<file path="config.mk">
export PLATFORM = sky130hd
export DESIGN_NAME = game_flow_controller
export DESIGN_NICKNAME = d
export VERILOG_FILES = /design/src/rtl/game_state_pkg.sv /design/src/rtl/rise_edge.sv /design/src/rtl/game_flow_controller.sv
export SDC_FILE = /design/constraint.sdc
export NUM_CORES = 1
export LEC_CHECK = 0
export BUFFER_PORTS_ARGS = -buffer_cell sky130_fd_sc_hd__buf_4
export CORE_ASPECT_RATIO = 1.1
export CORE_MARGIN = 2
export CORE_UTILIZATION = 56
export CTS_CLUSTER_SIZE = 28
export DETAILED_ROUTE_END_ITERATION = 6
export GPL_ROUTABILITY_DRIVEN = 0
export PLACE_DENSITY = 0.78
export SLEW_MARGIN = 20
export SYNTH_ARGS = -nofsm -noshare
export SYNTH_HDL_FRONTEND = slang
export SYNTH_SLANG_ARGS = --single-unit
</file>
<file path="constraint.sdc">
create_clock -name clk -period 2.2 [get_ports clk]
set_input_delay 0.11 -clock clk [delete_from_list [all_inputs] [get_ports clk]]
set_output_delay 0.11 -clock clk [all_outputs]
set_load 0.03 [all_outputs]
</file>
<file path="src/rtl/game_state_pkg.sv">
// Shared types and limits for the Flappy Bird game-flow controller.
//   game_state_t : session state encoding driven on game_flow_controller.state
//   LIVES_MAX    : largest supported lives-per-game value
//   TICKS_MIN    : smallest supported countdown / grace duration in frames
//   max_int      : elaboration helper used to size the shared phase counter
package game_state_pkg;

  typedef enum logic [2:0] {
    IDLE      = 3'd0,
    COUNTDOWN = 3'd1,
    RUNNING   = 3'd2,
    GRACE     = 3'd3,
    PAUSED    = 3'd4,
    OVER      = 3'd5
  } game_state_t;

  localparam int LIVES_MAX = 15;
  localparam int TICKS_MIN = 1;

  function automatic int max_int(input int a, input int b);
    return (a > b) ? a : b;
  endfunction

endpackage

</file>
<file path="src/rtl/rise_edge.sv">
// Registered rising-edge detector for a level button input.
//   clk   : system clock
//   reset : asynchronous active-low reset (clears the registered copy)
//   d     : level input
//   rise  : high for the cycle in which d is 1 and its registered copy is 0
// A held input yields exactly one rise. Because the copy resets to 0, an input
// already high on the first cycle after reset release counts as an edge.
module rise_edge (
  input  logic clk,
  input  logic reset,
  input  logic d,
  output logic rise
);

  logic d_q;

  always_ff @(posedge clk or negedge reset) begin
    if (!reset) d_q <= 1'b0;
    else        d_q <= d;
  end

  assign rise = d & ~d_q;

endmodule

</file>
<file path="src/rtl/game_flow_controller.sv">
// Game-flow state machine: session lifecycle, lives, countdown and grace timing.
//   clk        : system clock
//   reset      : asynchronous active-low reset
//   tick       : one-cycle frame strobe; timed phases advance only on it
//   collision  : level, bird overlaps pipe or ground
//   up         : level, flap/start button (used as rising edge)
//   pause      : level, pause button (used as rising edge)
//   state      : current game_state_t
//   running    : RUNNING or GRACE
//   done       : IDLE or OVER
//   grace      : GRACE
//   lives_left : remaining lives
//   life_lost  : one-cycle pulse, coincident with the decremented lives_left
//
// state     | meaning
// IDLE      | waiting for start after reset
// COUNTDOWN | frames left before play, collisions ignored
// RUNNING   | world scrolling, collisions cost a life
// GRACE     | post-hit immunity, world still scrolling
// PAUSED    | everything frozen, remembers RUNNING or GRACE
// OVER      | lives exhausted, waiting for restart
module game_flow_controller
  import game_state_pkg::*;
#(
  parameter int LIVES           = 3,
  parameter int COUNTDOWN_TICKS = 60,
  parameter int GRACE_TICKS     = 90,
  parameter int LIVES_W         = $clog2(LIVES + 1)
) (
  input  logic               clk,
  input  logic               reset,
  input  logic               tick,
  input  logic               collision,
  input  logic               up,
  input  logic               pause,
  output logic [2:0]         state,
  output logic               running,
  output logic               done,
  output logic               grace,
  output logic [LIVES_W-1:0] lives_left,
  output logic               life_lost
);

  if (LIVES < 1 || LIVES > LIVES_MAX ||
      COUNTDOWN_TICKS < TICKS_MIN || GRACE_TICKS < TICKS_MIN) begin : g_bad_cfg
    $error("game_flow_controller: illegal LIVES / COUNTDOWN_TICKS / GRACE_TICKS");
  end

  // One counter serves both timed phases, so it is sized for the longer one.
  localparam int CNT_W = $clog2(max_int(COUNTDOWN_TICKS, GRACE_TICKS) + 1);

  localparam logic [CNT_W-1:0]   CNT_COUNTDOWN = CNT_W'(COUNTDOWN_TICKS);
  localparam logic [CNT_W-1:0]   CNT_GRACE     = CNT_W'(GRACE_TICKS);
  localparam logic [CNT_W-1:0]   CNT_ONE       = CNT_W'(1);
  localparam logic [LIVES_W-1:0] LIVES_INIT    = LIVES_W'(LIVES);
  localparam logic [LIVES_W-1:0] LIVES_ONE     = LIVES_W'(1);

  game_state_t        state_q, state_d;
  logic [CNT_W-1:0]   cnt_q, cnt_d;
  logic [LIVES_W-1:0] lives_q, lives_d;
  logic               ret_grace_q, ret_grace_d;
  logic               life_lost_d;
  logic               up_rise, pause_rise;

  rise_edge u_up_edge (
    .clk   (clk),
    .reset (reset),
    .d     (up),
    .rise  (up_rise)
  );

  rise_edge u_pause_edge (
    .clk   (clk),
    .reset (reset),
    .d     (pause),
    .rise  (pause_rise)
  );

  always_ff @(posedge clk or negedge reset) begin
    if (!reset) state_q <= IDLE;
    else        state_q <= state_d;
  end

  always_ff @(posedge clk or negedge reset) begin
    if (!reset) begin
      cnt_q       <= '0;
      lives_q     <= LIVES_INIT;
      ret_grace_q <= 1'b0;
      life_lost   <= 1'b0;
    end else begin
      cnt_q       <= cnt_d;
      lives_q     <= lives_d;
      ret_grace_q <= ret_grace_d;
      life_lost   <= life_lost_d;
    end
  end

  always_comb begin
    state_d     = state_q;
    cnt_d       = cnt_q;
    lives_d     = lives_q;
    ret_grace_d = ret_grace_q;
    life_lost_d = 1'b0;
    case (state_q)
      IDLE, OVER: begin
        if (up_rise) begin
          lives_d = LIVES_INIT;
          cnt_d   = CNT_COUNTDOWN;
          state_d = COUNTDOWN;
        end
      end
      COUNTDOWN: begin
        if (tick) begin
          // Leave on the tick that takes the count to zero.
          if (cnt_q > CNT_ONE) begin
            cnt_d = cnt_q - CNT_ONE;
          end else begin
            cnt_d   = '0;
            state_d = RUNNING;
          end
        end
      end
      RUNNING: begin
        if (collision && (lives_q != '0)) begin
          lives_d     = lives_q - LIVES_ONE;
          life_lost_d = 1'b1;
          if (lives_q == LIVES_ONE) begin
            state_d = OVER;
          end else begin
            cnt_d   = CNT_GRACE;
            state_d = GRACE;
          end
        end else if (pause_rise) begin
          ret_grace_d = 1'b0;
          state_d     = PAUSED;
        end
      end
      GRACE: begin
        if (pause_rise) begin
          ret_grace_d = 1'b1;
          state_d     = PAUSED;
        end else if (tick) begin
          if (cnt_q > CNT_ONE) begin
            cnt_d = cnt_q - CNT_ONE;
          end else begin
            cnt_d   = '0;
            state_d = RUNNING;
          end
        end
      end
      PAUSED: begin
        if (pause_rise) state_d = ret_grace_q ? GRACE : RUNNING;
      end
      default: state_d = IDLE;
    endcase
  end

  always_comb begin
    state      = state_q;
    running    = (state_q == RUNNING) || (state_q == GRACE);
    done       = (state_q == IDLE) || (state_q == OVER);
    grace      = (state_q == GRACE);
    lives_left = lives_q;
  end

endmodule

</file>
==> metrics.cfg <==
[setup_path]
cp_data_required_time_ns = 2.39
cpPeakStageDelay_ns = 0.56
path_cells = inv_1 -> ha_1 -> nor3b_1 -> buf_4 -> o22ai_4 -> a21oi_2 -> mux2_1
critPathSlowestCell = dfstp_2
arrival_ns = 2.10
critPathBufInv = 2
path_delay_family = flip-flops
cp-start-kind = register
cp-end-kind = register
critical_path_class = register to register
cp_max_fo = 8

[detailed_routing]
final_antenna_net_count = 0
viasPerCell = 6.21
avgRoutedWirePerCell_um = 15.2
drc = 0
drt_iter0_markers = 23
route.vias.total = 963
wirelength_um = 2360
dr.pass1.iters = 4

[timing]
whs_ns = 0.195
period_minus_slack_ns = 1.92
setup_viol = 0
hold_violations = 0
rsz0062_at_grt = false
slew_violations = 0
worstMarginPinSlew_ns = 0.558
relSlewSlack_pct = 62.6
setup-tns-final_ns = 0
clock_skew_ns = 0.00250
fin_crit_sh_pct = 87.1
fmaxAchievable_ghz = 0.522

[cts]
cts-buffers-inserted = 3
clk_pin_slew_ns = 0.10
clock_sinks = 16
htreeDepth = 1
cts_buffer_depth = 2
cts_resized = 0
clock_latency_ns = 0.30
cts_tree = yes
cts-root-buf = clkbuf_4

[yosys]
synthesis.area_um2 = 1080
avgSynthCellArea_um2 = 9.19
syn_nets = 128
async_flop_share_pct = 100
synthFlopType = dfrtp_1
synth_cells = 118
synth_enable_flop_cells = 0
yosysSeqAreaShare_pct = 37.1
synth_warnings = 0
yosysUniqueCellTypes = 47
ys_seq_elements = 16

[power]
p_per_area_nw_per_um2 = 1010
netSwitchingPower_mw = 0.546
combPwrFrac_pct = 47.6
clockPowerShare_pct = 15.9
swShare_pct = 42.5
seqPwrFrac_pct = 36.5
ir_worst_vdd_mv = 0.749
cellLeakagePower_nw = 0.551
internal-power_mw = 0.740

[grt]
grt_pass1_wl_um = 4030
antenna_found_initial = 0
gr-total-overflow = 0
track_usage_pct = 23.9
grt_max_degree = 17
first_global_vias = 911

[placed_design]
dp_hpwl_um = 1730
portBuffers = 14

[floorplan]
die_w_um = 46.0
rows = 16
io_pins = 15
coreArea_um2 = 1800
die_h_um = 50.2
dieArea_um2 = 2310
start_util_pct = 60.2

[layout]
num-fill-cells = 154
num_antenna_cells = 0
syn2layout_area_growth_pct = 18.0
final_nets = 148
drive_gt1_share_pct = 21.9

[worst_hold_path]
hold_class = input pin to async pin

[run_status]
status = complete, no violations

[flow_run]
maxCapViolCount = 0

[cells in the mapped netlist, drive strengths merged, types with 3 or more instances]
| library cell | number | area share [%] |
|---|---|---|
| dfrtp | 14 | 32 |
| nor2b | 9 | 5.2 |
| nor2 | 8 | 3.0 |
| o21ai | 7 | 3.6 |
| inv | 6 | 2.1 |
| nand3 | 6 | 2.8 |
| nand2 | 5 | 1.7 |
| a21oi | 4 | 2.2 |
| ha | 4 | 4.6 |
| nor3 | 4 | 1.8 |
| a31oi | 3 | 1.7 |
| clkbuf | 3 | 1.0 |
| nand2b | 3 | 1.7 |
| nor4 | 3 | 2.3 |
| o211ai | 3 | 2.1 |
[timing repair]
| item | CTS | global route |
|---|---|---|
| setup endpoints to repair | 0 | 0 |
| buffers inserted | 0 | 0 |
| endpoints found under the hold margin | 18 | 0 |
| hold buffers | 3 | 0 |
[layer usage]
| layer | vias up | GRT usage [%] | wire length (um) |
|---|---|---|---|
| met5 | - | 0 | 0 |
| li1 | 482 | - | - |
| met2 | 31 | 34.0 | 1070 |
| met3 | 5 | 3.60 | 135 |
| met1 | 445 | 33.9 | 1110 |
| met4 | 0 | 13.3 | 48 |
[final cells by class]
class / instances / area, um2 / share of cell area (%)
clock buffers: 4 / 36.3 / 2.83
inverters: 6 / 22.5 / 1.76
multi-input cells: 91 / 638 / 49.9
flip-flops and latches: 16 / 403 / 31.5
well taps: 18 / 22.5 / 1.76
repair buffers: 20 / 158 / 12.3
[through the flow]
stage / setup slack (ns) / cells / utilization (%) / instance area [um2] / total power, mW
after global placement: 0.341 / 148 / 67.4 / 1210 / 1.06
after floorplan: 0.132 / 118 / - / 1080 / 0.921
after global routing: 0.154 / 155 / 71.0 / 1280 / 1.40
final: 0.283 / 155 / 71.0 / 1280 / 1.29
after detailed placement: 0.284 / 148 / 67.4 / 1210 / 1.08
after CTS: 0.282 / 155 / 71.0 / 1280 / 1.29
[final timing paths]
| path | start | endpoint | slack, ns | cells after the start |
|---|---|---|---|---|
| hold reg to reg | ret_grace_q$_DFFE_PN0P_ | ret_grace_q$_DFFE_PN0P_ | 0.50 | 2 |
| setup / recovery | lives_left[0]$_DFFE_PN1P_ | cnt_q[0]$_DFFE_PN0P_ | 0.28 | 7 |
| hold / removal | reset | state[0]$_DFFE_PN0P_ | 0.19 | 2 |
| setup reg to reg | lives_left[0]$_DFFE_PN1P_ | cnt_q[0]$_DFFE_PN0P_ | 0.28 | 7 |
| min in group clk | collision | life_lost$_DFF_PN0_ | 0.20 | 3 |
| max in group asynchronous | reset | lives_left[1]$_DFFE_PN1P_ | 1.76 | 2 |
[power groups by stage]
stage               Clock [mW]  Sequential (mW)  Combinational [mW]
floorplan                    0            0.457               0.465
global placement             0            0.470               0.594
detailed placement           0            0.473               0.608
CTS                      0.208            0.467               0.613
global route             0.218            0.481               0.698
finish                   0.204            0.470               0.613
[cells in the final DEF, fill, tap and decap left out, types with 2 or more instances in the layout]
master and n:
nor2_1 7, dlygate4sd3_1 3, nor3_1 4, dfrtp_1 14, o21bai_1 2, o21a_1 2, a21oi_1 3, nand2_1 5
o21ai_1 2, o211ai_1 3, nand2b_1 3, o2111ai_1 2, dfstp_2 2, clkbuf_4 3, ha_1 4, mux2_1 2
inv_1 6, nand3b_1 2, nor4_1 2, nor2b_1 9, o311a_1 2, a21o_1 2, a31oi_1 3, nand3_1 6
buf_4 17, o21ai_0 4
[cells by family (layout without fill, tap and decap cells)]
| family | Yosys count | after routing | share of synthesized area, % |
|---|---|---|---|
| muxes | 2 | 2 | 2.08 |
| adders and majority gates | 4 | 4 | 4.61 |
| DFF | 16 | 16 | 37.1 |
| and+or+nand+nor | 47 | 47 | 25.1 |
| buffers and inverters | 11 | 30 | 4.04 |
| AOI/OAI and AO/OA | 38 | 38 | 27.0 |
[flip-flops by register name, indices dropped and copies added, names as in the netlist]
register / cells
cnt_q: 7
lives_left: 2
u_pause_edge.d_q: 1
state: 3
life_lost: 1
ret_grace_q: 1
u_up_edge.d_q: 1
No activity file was read; power rests on OpenSTA's default activity.
